File: config.mk
export PLATFORM = sky130hd
export DESIGN_NAME = uart_tx_buffered
export DESIGN_NICKNAME = d
export VERILOG_FILES = /design/src/rtl/uart_tx_buffered_pkg.sv /design/src/rtl/uart_tx_fifo.sv /design/src/rtl/uart_tx_buffered.sv
export SDC_FILE = /design/constraint.sdc
export NUM_CORES = 1
export LEC_CHECK = 0
export BUFFER_PORTS_ARGS = -buffer_cell sky130_fd_sc_hd__buf_2
export CAP_MARGIN = 20
export CORE_MARGIN = 4
export CORE_UTILIZATION = 45
export DETAILED_ROUTE_END_ITERATION = 10
export GPL_TIMING_DRIVEN = 0
export PLACE_DENSITY = 0.64
export SYNTH_ARGS = -nofsm -noshare
export SYNTH_HDL_FRONTEND = slang
export SYNTH_SLANG_ARGS = --single-unit
File: constraint.sdc
create_clock -name clock -period 3.77 [get_ports clock]
set_input_delay 0.377 -clock clock [delete_from_list [all_inputs] [get_ports clock]]
set_output_delay 0.377 -clock clock [all_outputs]
set_load 0.005 [all_outputs]
File: src/rtl/uart_tx_buffered_pkg.sv
// Shared definitions for the buffered UART transmitter (also usable by an rx side).
//  - parity-mode constants UART_PAR_NONE / EVEN / ODD
//  - transmit FSM state encoding UART_ST_*
//  - parity_of(): parity bit of a word (up to 9 bits, zero-padded) for a given mode
package uart_tx_buffered_pkg;

    localparam int UART_PAR_NONE = 0;
    localparam int UART_PAR_EVEN = 1;
    localparam int UART_PAR_ODD  = 2;

    typedef enum logic [2:0] {
        UART_ST_IDLE   = 3'd0,
        UART_ST_START  = 3'd1,
        UART_ST_DATA   = 3'd2,
        UART_ST_PARITY = 3'd3,
        UART_ST_STOP   = 3'd4
    } uart_state_e;

    // Zero padding of narrower words does not change the XOR reduction.
    function automatic logic parity_of(input logic [8:0] word, input int mode);
        return (mode == UART_PAR_ODD) ? ~(^word) : ^word;
    endfunction

endpackage

File: src/rtl/uart_tx_fifo.sv
// Synchronous FIFO feeding the UART transmitter.
//  clock      in   rising-edge clock
//  reset      in   asynchronous, active-low; empties the FIFO
//  push       in   write push_data (ignored while full)
//  push_data  in   WIDTH-bit word to store
//  pop        in   discard the head entry (ignored while empty)
//  head       out  current head entry (valid while !empty)
//  count      out  occupied entries, 0..DEPTH
//  full/empty out  status flags
// DEPTH must be a power of two so the pointers wrap by plain overflow.
module uart_tx_fifo #(
    parameter int WIDTH = 8,
    parameter int DEPTH = 4
) (
    input  logic                     clock,
    input  logic                     reset,
    input  logic                     push,
    input  logic [WIDTH-1:0]         push_data,
    input  logic                     pop,
    output logic [WIDTH-1:0]         head,
    output logic [$clog2(DEPTH):0]   count,
    output logic                     full,
    output logic                     empty
);

    localparam int AW = $clog2(DEPTH);
    localparam logic [AW:0] FULL_CNT = (AW+1)'(DEPTH);

    logic [WIDTH-1:0] mem [DEPTH];
    logic [AW-1:0]    wr_ptr;
    logic [AW-1:0]    rd_ptr;
    logic             do_push;
    logic             do_pop;

    assign full    = (count == FULL_CNT);
    assign empty   = (count == '0);
    assign do_push = push & ~full;
    assign do_pop  = pop & ~empty;
    assign head    = mem[rd_ptr];

    // Storage carries no reset; only the pointers and count define contents.
    always_ff @(posedge clock) begin
        if (do_push) mem[wr_ptr] <= push_data;
    end

    always_ff @(posedge clock or negedge reset) begin
        if (!reset) begin
            wr_ptr <= '0;
            rd_ptr <= '0;
            count  <= '0;
        end else begin
            if (do_push) wr_ptr <= wr_ptr + AW'(1);
            if (do_pop)  rd_ptr <= rd_ptr + AW'(1);
            case ({do_push, do_pop})
                2'b10:   count <= count + (AW+1)'(1);
                2'b01:   count <= count - (AW+1)'(1);
                default: count <= count;
            endcase
        end
    end

endmodule

File: src/rtl/uart_tx_buffered.sv
// Buffered UART transmitter: queued words are framed as
// START(0), DATA_BITS data LSB first, optional parity, STOP_BITS x 1,
// each cell CLKS_PER_BIT clocks, frames sent back-to-back while the FIFO has data.
//  clock       in   rising-edge clock
//  reset       in   asynchronous, active-low
//  tx_data     in   word to queue
//  tx_valid    in   tx_data valid; written when tx_ready is also high
//  tx_ready    out  FIFO has room
//  fifo_count  out  occupied FIFO entries
//  tx_busy     out  high while any frame cell is driven
//  Serial_out  out  registered serial line, idle high
module uart_tx_buffered
    import uart_tx_buffered_pkg::*;
#(
    parameter int DATA_BITS    = 8,
    parameter int CLKS_PER_BIT = 16,
    parameter int FIFO_DEPTH   = 4,
    parameter int PARITY       = 0,
    parameter int STOP_BITS    = 1
) (
    input  logic                          clock,
    input  logic                          reset,
    input  logic [DATA_BITS-1:0]          tx_data,
    input  logic                          tx_valid,
    output logic                          tx_ready,
    output logic [$clog2(FIFO_DEPTH):0]   fifo_count,
    output logic                          tx_busy,
    output logic                          Serial_out
);

    generate
        if (DATA_BITS < 5 || DATA_BITS > 9) begin : g_bad_data_bits
            $error("uart_tx_buffered: DATA_BITS must be 5..9");
        end
        if (CLKS_PER_BIT < 2) begin : g_bad_clks
            $error("uart_tx_buffered: CLKS_PER_BIT must be >= 2");
        end
        if (FIFO_DEPTH < 2 || (FIFO_DEPTH & (FIFO_DEPTH - 1)) != 0) begin : g_bad_depth
            $error("uart_tx_buffered: FIFO_DEPTH must be a power of two >= 2");
        end
        if (PARITY < 0 || PARITY > 2) begin : g_bad_parity
            $error("uart_tx_buffered: PARITY must be 0, 1 or 2");
        end
        if (STOP_BITS < 1 || STOP_BITS > 2) begin : g_bad_stop
            $error("uart_tx_buffered: STOP_BITS must be 1 or 2");
        end
    endgenerate

    localparam int BW = $clog2(CLKS_PER_BIT);
    localparam int IW = $clog2(DATA_BITS);
    localparam logic [BW-1:0] BAUD_LAST  = BW'(CLKS_PER_BIT - 1);
    localparam logic [IW-1:0] BIT_LAST   = IW'(DATA_BITS - 1);
    localparam logic          STOP_LAST  = 1'(STOP_BITS - 1);
    localparam bit            HAS_PARITY = (PARITY != UART_PAR_NONE);

    uart_state_e          state;
    logic [BW-1:0]        baud_cnt;
    logic [IW-1:0]        bit_idx;
    logic [IW-1:0]        next_idx;
    logic                 stop_idx;
    logic [DATA_BITS-1:0] word;
    logic [DATA_BITS-1:0] head;
    logic                 fifo_full;
    logic                 fifo_empty;
    logic                 cell_end;
    logic                 stop_done;
    logic                 pop;
    logic                 parity_bit;

    uart_tx_fifo #(
        .WIDTH (DATA_BITS),
        .DEPTH (FIFO_DEPTH)
    ) u_fifo (
        .clock     (clock),
        .reset     (reset),
        .push      (tx_valid),
        .push_data (tx_data),
        .pop       (pop),
        .head      (head),
        .count     (fifo_count),
        .full      (fifo_full),
        .empty     (fifo_empty)
    );

    assign tx_ready   = ~fifo_full;
    assign cell_end   = (baud_cnt == BAUD_LAST);
    assign stop_done  = (stop_idx == STOP_LAST);
    assign next_idx   = bit_idx + IW'(1);
    assign parity_bit = parity_of(9'(word), PARITY);

    // Head leaves the FIFO either from idle or at the end of the last stop
    // cell, so consecutive frames abut with no idle cell between them.
    assign pop = ~fifo_empty &
                 ((state == UART_ST_IDLE) |
                  ((state == UART_ST_STOP) & cell_end & stop_done));

    always_ff @(posedge clock or negedge reset) begin
        if (!reset) begin
            state      <= UART_ST_IDLE;
            baud_cnt   <= '0;
            bit_idx    <= '0;
            stop_idx   <= 1'b0;
            word       <= '0;
            tx_busy    <= 1'b0;
            Serial_out <= 1'b1;
        end else begin
            // Every state leaves on cell_end, so wrapping here also restarts
            // the counter on each state entry.
            if (state == UART_ST_IDLE || cell_end) baud_cnt <= '0;
            else                                   baud_cnt <= baud_cnt + BW'(1);

            case (state)
                UART_ST_IDLE: begin
                    if (pop) begin
                        word       <= head;
                        state      <= UART_ST_START;
                        tx_busy    <= 1'b1;
                        Serial_out <= 1'b0;
                    end
                end
                UART_ST_START: begin
                    if (cell_end) begin
                        state      <= UART_ST_DATA;
                        bit_idx    <= '0;
                        Serial_out <= word[0];
                    end
                end
                UART_ST_DATA: begin
                    if (cell_end) begin
                        if (bit_idx == BIT_LAST) begin
                            if (HAS_PARITY) begin
                                state      <= UART_ST_PARITY;
                                Serial_out <= parity_bit;
                            end else begin
                                state      <= UART_ST_STOP;
                                stop_idx   <= 1'b0;
                                Serial_out <= 1'b1;
                            end
                        end else begin
                            bit_idx    <= next_idx;
                            Serial_out <= word[next_idx];
                        end
                    end
                end
                UART_ST_PARITY: begin
                    if (cell_end) begin
                        state      <= UART_ST_STOP;
                        stop_idx   <= 1'b0;
                        Serial_out <= 1'b1;
                    end
                end
                UART_ST_STOP: begin
                    if (cell_end) begin
                        if (!stop_done) begin
                            stop_idx <= 1'b1;
                        end else if (pop) begin
                            word       <= head;
                            state      <= UART_ST_START;
                            Serial_out <= 1'b0;
                        end else begin
                            state      <= UART_ST_IDLE;
                            tx_busy    <= 1'b0;
                            Serial_out <= 1'b1;
                        end
                    end
                end
                default: begin
                    state      <= UART_ST_IDLE;
                    tx_busy    <= 1'b0;
                    Serial_out <= 1'b1;
                end
            endcase
        end
    end

endmodule

### Yosys cells after proc, flatten, opt, wreduce, memory -nomap -nowiden

Memories as Yosys holds them, arrays and structs flattened.
Index checks and enable logic that the tools add are counted.

* equal/unequal tests: 18
* reduce and logical (&&, ||, !) cells: 14
* add/sub/neg operators: 6
* $lt $le $gt $ge: 1
* muxes and demuxes: 43
* bitwise operators: 10

Operators with widths (number)
* $mux W3: 10
* $mux W8: 3
* $mux W1: 21
* $ne A2 B2 Y1 const B: 8
* $pmux W8 S2: 1
* $pmux W3 S5: 1
* $pmux W3 S2: 2
* $reduce_and A5 Y1: 2
* $eq A3 B3 Y1 const B: 3
* $reduce_and A7 Y1: 1
* $add A3 B1 Y3 const B: 2
* $eq A3 B2 Y1 const B: 2
* $logic_not A3 Y1: 2
* $pmux W1 S3: 2
* $reduce_and A6 Y1: 1
* $reduce_bool A2 Y1: 3
* $and A1 B1 Y1: 5
* $pmux W1 S5: 1
* $add A2 B1 Y2 const B: 2
* $add A4 B1 Y4 const B: 1
* $eq A4 B4 Y1 const B: 1
* $lt A3 B4 Y1 const B: 1
* $mux W4: 1
* $not A1 Y1: 4
* 12 further kinds: 12

* logic and storage cells: 103
* memories: 1
* input bits: 11
* bits in writable memories: 32
* output and inout bits: 6
* register bits: 28

Memory list
* u_fifo.mem: depth 4, width 8, rd ports 1, clocked after Yosys merged registers in 0, wr ports 1, line uart_tx_fifo.sv:29 `logic [WIDTH-1:0] mem [DEPTH];`

### Depth between registers and ports, before layout

Gate-level depths: netlist (run 1).

* word-level depth: 9
* mapped depth: 10
* gate-level depth less buffers: 10

### Hierarchy

From an unflattened synthesis (run 1), not the netlist that was laid out.

* cell total of the unflattened synthesis: 164
* area, all modules: 2625.0 um^2

Modules (own cells, without submodules)
* uart_tx_fifo: instances 1, area an instance 1592.8 um^2, cells each 79, seq. area each 1136.1 um^2
* uart_tx_buffered: instances 1, area an instance 1032.2 um^2, cells each 85, seq. area each 501.7 um^2

### Worst setup path after synthesis (run 1)

No wires, ideal clock.

* path kind: reg2reg
* from: register baud_cnt[0]
* to: register u_fifo.count[2]
* cell stages (with the launch flop): 11
* path slack: 1369 ps
* buffers on the path: 1
* data required time: 3691 ps
* period minus slack after synthesis: 2401 ps
* setup time: 79 ps
* arrival: 2322 ps
* path through: dfrtp_1 ha_1 nand3_4 a2111oi_4 buf_8 ha_1 inv_1 fa_1 xor2_1 nor2_1 xor2_1

* word-level cells in the longest chain between the ends: 8
* elaborated cells between the ends (all ways): 10
* classes of those cells: eq/ne (3); mux (1); bitwise (5); reduce/logical (1)

Ends and longest elaborated chain
* start, declared: line uart_tx_buffered.sv:57 `logic [BW-1:0] baud_cnt;`
* start signal, assigned: line uart_tx_buffered.sv:110 `else baud_cnt <= baud_cnt + BW'(1);`
* $eq A4 B4 Y1 *: line uart_tx_buffered.sv:86 `assign cell_end = (baud_cnt == BAUD_LAST);`
* $and A1 B1 Y1 * (2 in a row): line uart_tx_buffered.sv:95 `((state == UART_ST_STOP) & cell_end & stop_done));`
* $or A1 B1 Y1 *: line uart_tx_buffered.sv:94 `((state == UART_ST_IDLE) |`
* $and A1 B1 Y1 *: line uart_tx_buffered.sv:93 `assign pop = ~fifo_empty &`
* $and A1 B1 Y1 *: line uart_tx_fifo.sv:38 `assign do_pop = pop & ~empty;`
* named net u_fifo.do_pop: line uart_tx_fifo.sv:33 `logic do_pop;`
* $eq A2 B1 Y1 / $eq A2 B2 Y1 (equally long branches): line uart_tx_fifo.sv:54 `case ({do_push, do_pop})`
* $pmux W3 S2 / $reduce_bool A2 Y1 (equally long branches)
* end signal, assigned: line uart_tx_fifo.sv:55 `2'b10: count <= count + (AW+1)'(1);`
* end signal, assigned: line uart_tx_fifo.sv:56 `2'b01: count <= count - (AW+1)'(1);`
* end signal, assigned: line uart_tx_fifo.sv:57 `default: count <= count;`
* end, declared: line uart_tx_fifo.sv:21 `output logic [$clog2(DEPTH):0] count,`

Mark *: on every way through the listed nets, which the timed path passes. The rest lies on a longest branch.
A chain may end at the register's enable or synchronous reset.

### Worst setup path in the final report (run 1)

Ends and elaborated chain as after synthesis.

==> out/metrics.yaml, run 1 <==
routed.top_layer: "met4"
grt_pass1_wl_mm: 7.38
drt-initial-drc-count: 63
post-synth-top-count-cell: "edfxtp_1"
max_slew_margin: 0.611
worstRegToRegCells: 10
wl_met3_microns: 135
track_usage: 0.136
antenna_found_initial: 0
end_kind: "flip-flop"
crit_family: "adder cells"
cts-resized-gates: 0
post-dp-hpwl_mm: 2.94
drive_gt1_frac: 0.303
grt_max_degree: 28
synth-edff-count: 32
yosys-top-cells-area: "edfxtp_1 37%, dfrtp_1 25%, mux4_2 8.6%"
io_buffers: 16
setup_tns_ns: 0
io_pins: 17
grt_overflow: 0
path_cells: "ha_1 -> nand3_4 -> a2111oi_4 -> buf_8 -> ha_1 -> inv_1 -> fa_1 -> xor2_1 -> nor2_1 -> xor2_1"
clkLatencyLatePin_ns: 0.32
skew_ns: 0.00875
fmax_mhz: 385
antenna_cells: 0
min_path_type: "in2async"
syn_nets: 183
fp-row-count: 27
cts_buffer_depth: 2
ctsHoldBuffers: 0
fin_ws_ns: 1.17
fillers: 479
cp_max_fo: 10
num_vias: 1387
crit_type: "reg2reg"
p_per_area_mw_per_mm2: 792
max-cap-violations: 0
path_clk_slew_ns: 0.07
cts_made_buffers: 9
syn_avg_cell_area_sq_um: 16.1
cpPeakStageDelay_ns: 0.47
path_buf_inv: 2
syn_inst: 163
hold_slack_ns: 0.0456
syn_to_final_growth_pct: 13.5
post_cts_buffers: 0
tightest_slew_ns: 0.584
viasPerCell: 5.19
worstPathArrival_ns: 2.85
die_h_microns: 84.3
critPathLaunchType: "flip-flop"
vdd_drop_max_uv: 404
cts_tree: "built"
die_area_sq_mm: 0.00711
setup_viol: 0
yosys-top-cells-count: "32 x edfxtp_1, 26 x dfrtp_1, 10 x mux4_2"
slowest_stage: "a2111oi_4"
hold_violations: 0
outcome: "completed"
core-area_sq_mm: 0.00557
wl_mm: 4.30
netlist.top_cell.by_area: "edfxtp_1"
grt_pass1_vias: 1521
period_minus_slack_ns: 2.60
synth_cell_types: 41
pre_cts_slack_ns: 1.14
ys.flop_type: "edfxtp_1"
ant_nets: 0
htree_num_levels: 3
cts_sinks: 59
drt-pass1-iter-count: 6
grt_setup_unrepaired: "false"
syn-cell-area_sq_mm: 0.00262
finalMaxSlewViolations: 0
cts-root-buf: "clkbuf_8"
start_util: 0.470
wl_per_cell_microns: 16.1
synth.ff_latch_count: 59
cp_data_required_time_ns: 4.02
routed-wl-met2_mm: 2.31
netlist.area_leader.share: 0.366
cp.depth: 10
drcViolationCount: 0
die_x_microns: 84.3
period_share: 0.690
wl_met1_mm: 1.81
synth_seq_area_share: 0.625
p_leak_nw: 1.19
ys_warn_count: 0
async_flop_share: 0.458
nets: 210
gp_congestion: 0.766
==> layout make-up <==
| cell class | count | area [sq um] | area share |
|---|---|---|---|
| Sequential cell | 59 | 1640 | 0.550 |
| Multi-Input combinational cell | 91 | 920 | 0.309 |
| Clock buffer | 10 | 128 | 0.0429 |
| Tap cell | 72 | 90.1 | 0.0303 |
| Timing Repair Buffer | 16 | 80.1 | 0.0269 |
| Clock inverter | 6 | 56.3 | 0.0189 |
| Buffer | 6 | 38.8 | 0.0130 |
| Inverter | 7 | 26.3 | 0.00883 |
==> power by group <==
part	internal, mW	total (mW)	switching, mW
logic	0.419	0.792	0.373
registers	0.896	1.03	0.133
clock network	0.300	0.535	0.236
total	1.61	2.36	0.742
==> per-stage QoR <==
| step | cells | utilization | area, sq um | power (mW) |
|---|---|---|---|---|
| floorplan | 163 | - | 2620 | 1.64 |
| detailed placement | 251 | 0.501 | 2790 | 1.85 |
| global route | 267 | 0.534 | 2980 | 2.52 |
| CTS | 267 | 0.534 | 2980 | 2.39 |
| finish | 267 | 0.534 | 2980 | 2.36 |
| global placement | 251 | 0.501 | 2790 | 1.79 |
==> registers in the layout, summed over array words and instances (netlist names) <==
name           count
Serial_out         1
baud_cnt           4
bit_idx            3
state              3
tx_busy            1
u_fifo.count       3
u_fifo.mem        32
u_fifo.rd_ptr      2
u_fifo.wr_ptr      2
word               8
==> placed cells by master, fill, tap and decap left out, types with 5 or more instances in the layout <==
cell | synthesis | layout
edfxtp_1 | 32 | 32
dfrtp_1 | 26 | 26
buf_2 | 1 | 17
mux4_2 | 10 | 10
clkbuf_8 | 0 | 9
nor2_1 | 8 | 8
ha_1 | 8 | 8
inv_1 | 7 | 7
mux2_4 | 7 | 7
o21ai_0 | 5 | 5
a22o_1 | 5 | 5
==> layer usage <==
metal	vias up	GRT usage
met5	-	0
met2	21	0.232
met1	692	0.158
met3	5	0.0383
met4	0	0.0647
li1	669	-
==> cells by family after synthesis <==
logic type,count (synthesis),share of synthesized area
multiplexers,21,0.143
XOR/XNOR,8,0.0267
AO/OA/AOI/OAI,20,0.0582
adder cells (fa/ha/maj),9,0.0458
flip-flops,59,0.625
AND/OR/NAND/NOR,33,0.0768
buffers and inverters,13,0.0248
==> path summary, 6_finish.rpt <==
check	from	to	slack, ns
min in group clock	tx_data[1]	u_fifo.mem[1][1]	0.27
setup / recovery	baud_cnt[0]	u_fifo.count[2]	1.17
hold / removal	reset	bit_idx[0]	0.05
setup reg to reg	baud_cnt[0]	u_fifo.count[2]	1.17
max in group asynchronous	reset	u_fifo.rd_ptr[0]	3.33
hold reg to reg	baud_cnt[0]	baud_cnt[0]	0.47
Note: power is estimated with default switching activity, not from simulation.
==> inputs of run 2 (changes only) <==
- ABC_AREA: unset -> 1
- clock period: 3.77 -> 2.6 ns (I/O delays scaled with it)
==> out/metrics.yaml, run 2 <==
fin_ws_ns: 0.253  # was 1.17 ns
finalMaxSlewViolations: 0  # unchanged
ys.flop_type: "edfxtp_1"  # unchanged
setup_viol: 0  # unchanged
min_path_type: "in2reg"  # was in2async
dp.cells: 347  # was 251
mostFrequentLayoutCells: "49 x nand2_1, 40 x nor2_1, 32 x edfxtp_1"  # was 32 x edfxtp_1, 26 x dfrtp_1, 17 x buf_2
gp_congestion: 0.776  # was 0.766
post-dp-hpwl_mm: 3.21  # was 2.94 mm
synth_seq_area_share: 0.611  # was 0.625
viasPerCell: 4.97  # was 5.19
synth.area.mux_share: 0.00373  # was 0.143
die_h_microns: 85.2  # was 84.3 microns
die_x_microns: 85.2  # was 84.3 microns
antenna_cells: 0  # unchanged
regArea_sq_mm: 0.00164  # unchanged
cts_made_buffers: 9  # unchanged
crit_family: "adder cells"  # unchanged
start_util: 0.475  # was 0.470
fmax_mhz: 426  # was 385 MHz
wl_met1_mm: 2.34  # was 1.81 mm
p_per_area_mw_per_mm2: 780  # was 792 mW/mm^2
final_util: 0.544  # was 0.534
period_share: 0.903  # was 0.690
largestRegisters: "u_fifo.mem (32), word (8), baud_cnt (4)"  # unchanged
synthSimpleGateAreaFrac: 0.199  # was 0.0768
cts-root-buf: "clkbuf_8"  # unchanged
routed-wl-met2_mm: 2.11  # was 2.31 mm
final_common_cell: "nand2_1"  # was edfxtp_1
path_clk_slew_ns: 0.07  # about the same
yosys-top-cells-count: "49 x nand2_1, 40 x nor2_1, 32 x edfxtp_1"  # was 32 x edfxtp_1, 26 x dfrtp_1, 10 x mux4_2
cts-resized-gates: 0  # unchanged
ys_warn_count: 0  # unchanged
top_register: "u_fifo.mem"  # unchanged
setup_tns_ns: 0  # unchanged
io_buffers: 16  # unchanged
synth_xor_xnor_area_share: 0.0196  # was 0.0267
cp_data_required_time_ns: 2.81  # was 4.02 ns
power_mw: 2.39  # was 2.36 mW
cp_max_fo: 10  # unchanged
syn-cell-area_sq_mm: 0.00268  # was 0.00262 sq mm
wl_per_cell_microns: 13.2  # was 16.1 microns
yosys-top-cells-area: "edfxtp_1 36%, dfrtp_1 24%, nand2_1 6.9%"  # was edfxtp_1 37%, dfrtp_1 25%, mux4_2 8.6%
die_area_sq_mm: 0.00726  # was 0.00711 sq mm
skew_ns: 0.00539  # was 0.00875 ns
placed_area_sq_mm: 0.00285  # was 0.00279 sq mm
hold_violations: 0  # unchanged
worst_path_most_repeated_cell: "ha_1"
syn_to_final_growth_pct: 14.4  # was 13.5%
crit_type: "reg2reg"  # unchanged
grt_pass1_wl_mm: 8.49  # was 7.38 mm
grt_pass1_vias: 1750  # was 1521
io_pins: 17  # unchanged
syn_nets: 279  # was 183
num_vias: 1805  # was 1387
critPathLaunchType: "flip-flop"  # unchanged
cts_tree: "built"  # unchanged
clkLatencyLatePin_ns: 0.33  # was 0.32 ns
grt_max_degree: 28  # unchanged
cts_buffer_depth: 2  # unchanged
drt-pass1-iter-count: 4  # was 6
period_minus_slack_ns: 2.35  # was 2.60 ns
antenna_found_initial: 0  # unchanged
ant_nets: 0  # unchanged
largest_reg_flops: 32  # unchanged
track_usage: 0.153  # was 0.136
path_buf_inv: 2  # unchanged
syn_inst: 259  # was 163
synth-compound-area-share: 0.0677  # was 0.0582
hold_slack_ns: 0.132  # was 0.0456 ns
drcViolationCount: 0  # unchanged
fillers: 485  # was 479
wl_mm: 4.78  # was 4.30 mm
routed.top_layer: "met4"  # unchanged
final_cells: 363  # was 267
worstPathArrival_ns: 2.56  # was 2.85 ns
fin_area_sq_mm: 0.00307  # was 0.00298 sq mm
synth_top_family_by_area: "simple AND/OR/NAND/NOR gates"  # was multiplexers
core-area_sq_mm: 0.00564  # was 0.00557 sq mm
nets: 307  # was 210
wl_met3_microns: 235  # was 135 microns
end_kind: "flip-flop"  # unchanged
cpPeakStageDelay_ns: 0.37  # was 0.47 ns
synthAdderAreaFrac: 0.0448  # was 0.0458
tightest_slew_ns: 0.779  # was 0.584 ns
fp-row-count: 27  # unchanged
path_cells: "ha_1 -> nand3_1 -> nand2_2 -> nand3_2 -> inv_2 -> ha_1 -> inv_1 -> fa_1 -> a21oi_1 -> o21ai_0 -> xor2_1"  # was ha_1 -> nand3_4 -> a2111oi_4 -> buf_8 -> ha_1 -> inv_1 -> fa_1 -> xor2_1 -> nor2_1 -> xor2_1
p_leak_nw: 1.35  # was 1.19 nW
max_slew_margin: 0.479  # was 0.611
multiInputGateArea_sq_um: 897  # was 920 sq um
drive_gt1_frac: 0.189  # was 0.303
synth_cell_types: 30  # was 41
grt_setup_unrepaired: "false"  # unchanged
syn_avg_cell_area_sq_um: 10.4  # was 16.1 sq um
slowest_stage: "dfrtp_1"  # was a2111oi_4
max-cap-violations: 0  # unchanged
netlist.top_cell.by_area: "edfxtp_1"  # unchanged
post-synth-top-count-cell: "nand2_1"  # was edfxtp_1
outcome: "completed"  # unchanged
synth-edff-count: 32  # unchanged
vdd_drop_max_uv: 430  # was 404 uV
netlist.area_leader.share: 0.358  # was 0.366
pre_cts_slack_ns: 0.260  # was 1.14 ns
synth.ff_latch_count: 59  # unchanged
async_flop_share: 0.458  # unchanged
htree_num_levels: 3  # unchanged
drt-initial-drc-count: 111  # was 63
cts_sinks: 59  # unchanged
grt_overflow: 0  # unchanged
==> run 2: final timing paths <==
| check | startpoint | endpoint | slack, ns | cells after the start |
|---|---|---|---|---|
| setup / recovery | baud_cnt[0] | u_fifo.count[2] | 0.25 | 11 |
| hold / removal | tx_data[6] | u_fifo.mem[3][6] | 0.13 | 1 |
| setup reg to reg | baud_cnt[0] | u_fifo.count[2] | 0.25 | 11 |
| hold reg to reg | baud_cnt[0] | baud_cnt[0] | 0.46 | 1 |
| max in group asynchronous | reset | u_fifo.wr_ptr[1] | 1.73 | 2 |
| min in group asynchronous | reset | bit_idx[0] | 0.47 | 2 |
==> run 2: cell families (layout without fill, tap and decap cells) <==
group / Yosys count / in the layout
AND/OR/NAND/NOR: 120 / 120
flip-flops: 59 / 59
buffers and inverters: 35 / 67
AO/OA/AOI/OAI: 29 / 29
adder cells (fa/ha/maj): 9 / 9
XOR/XNOR: 6 / 6
multiplexers: 1 / 1
==> run 2: worst reg2reg max path: cells and delay by family, from the launching register on <==
kind	cells	cell delay, ns
fa+ha+maj	3	0.74
simple gates	3	0.47
flops	1	0.37
compound gates	2	0.25
buf+inv	2	0.24
xor+xnor	1	0.15
==> run 2: layout make-up <==
type | instances | share of cell area
clock inverters | 6 | 0.0265
multi-input cells | 165 | 0.293
flip-flops and latches | 59 | 0.534
inverters | 29 | 0.0355
plain buffers | 6 | 0.0122
well taps | 72 | 0.0294
repair buffers | 17 | 0.0294
clock buffers | 9 | 0.0404
==> run 2: layer usage <==
| metal | global-route usage | vias to the layer above |
|---|---|---|
| li1 | - | 911 |
| met1 | 0.214 | 847 |
| met2 | 0.215 | 37 |
| met3 | 0.0466 | 10 |
| met4 | 0.0719 | 0 |
| met5 | 0 | - |
==> run 2: what timing repair did <==
| action | CTS | global route |
|---|---|---|
| hold buffers | 1 | 0 |
| setup buffers | 0 | 0 |
| hold endpoints to repair | 26 | 0 |
==> run 2: power breakdown <==
part           switching [mW]  total, mW  internal, mW
sequential             0.0471       1.19          1.14
combinational           0.213      0.326         0.113
clock                   0.354      0.881         0.527
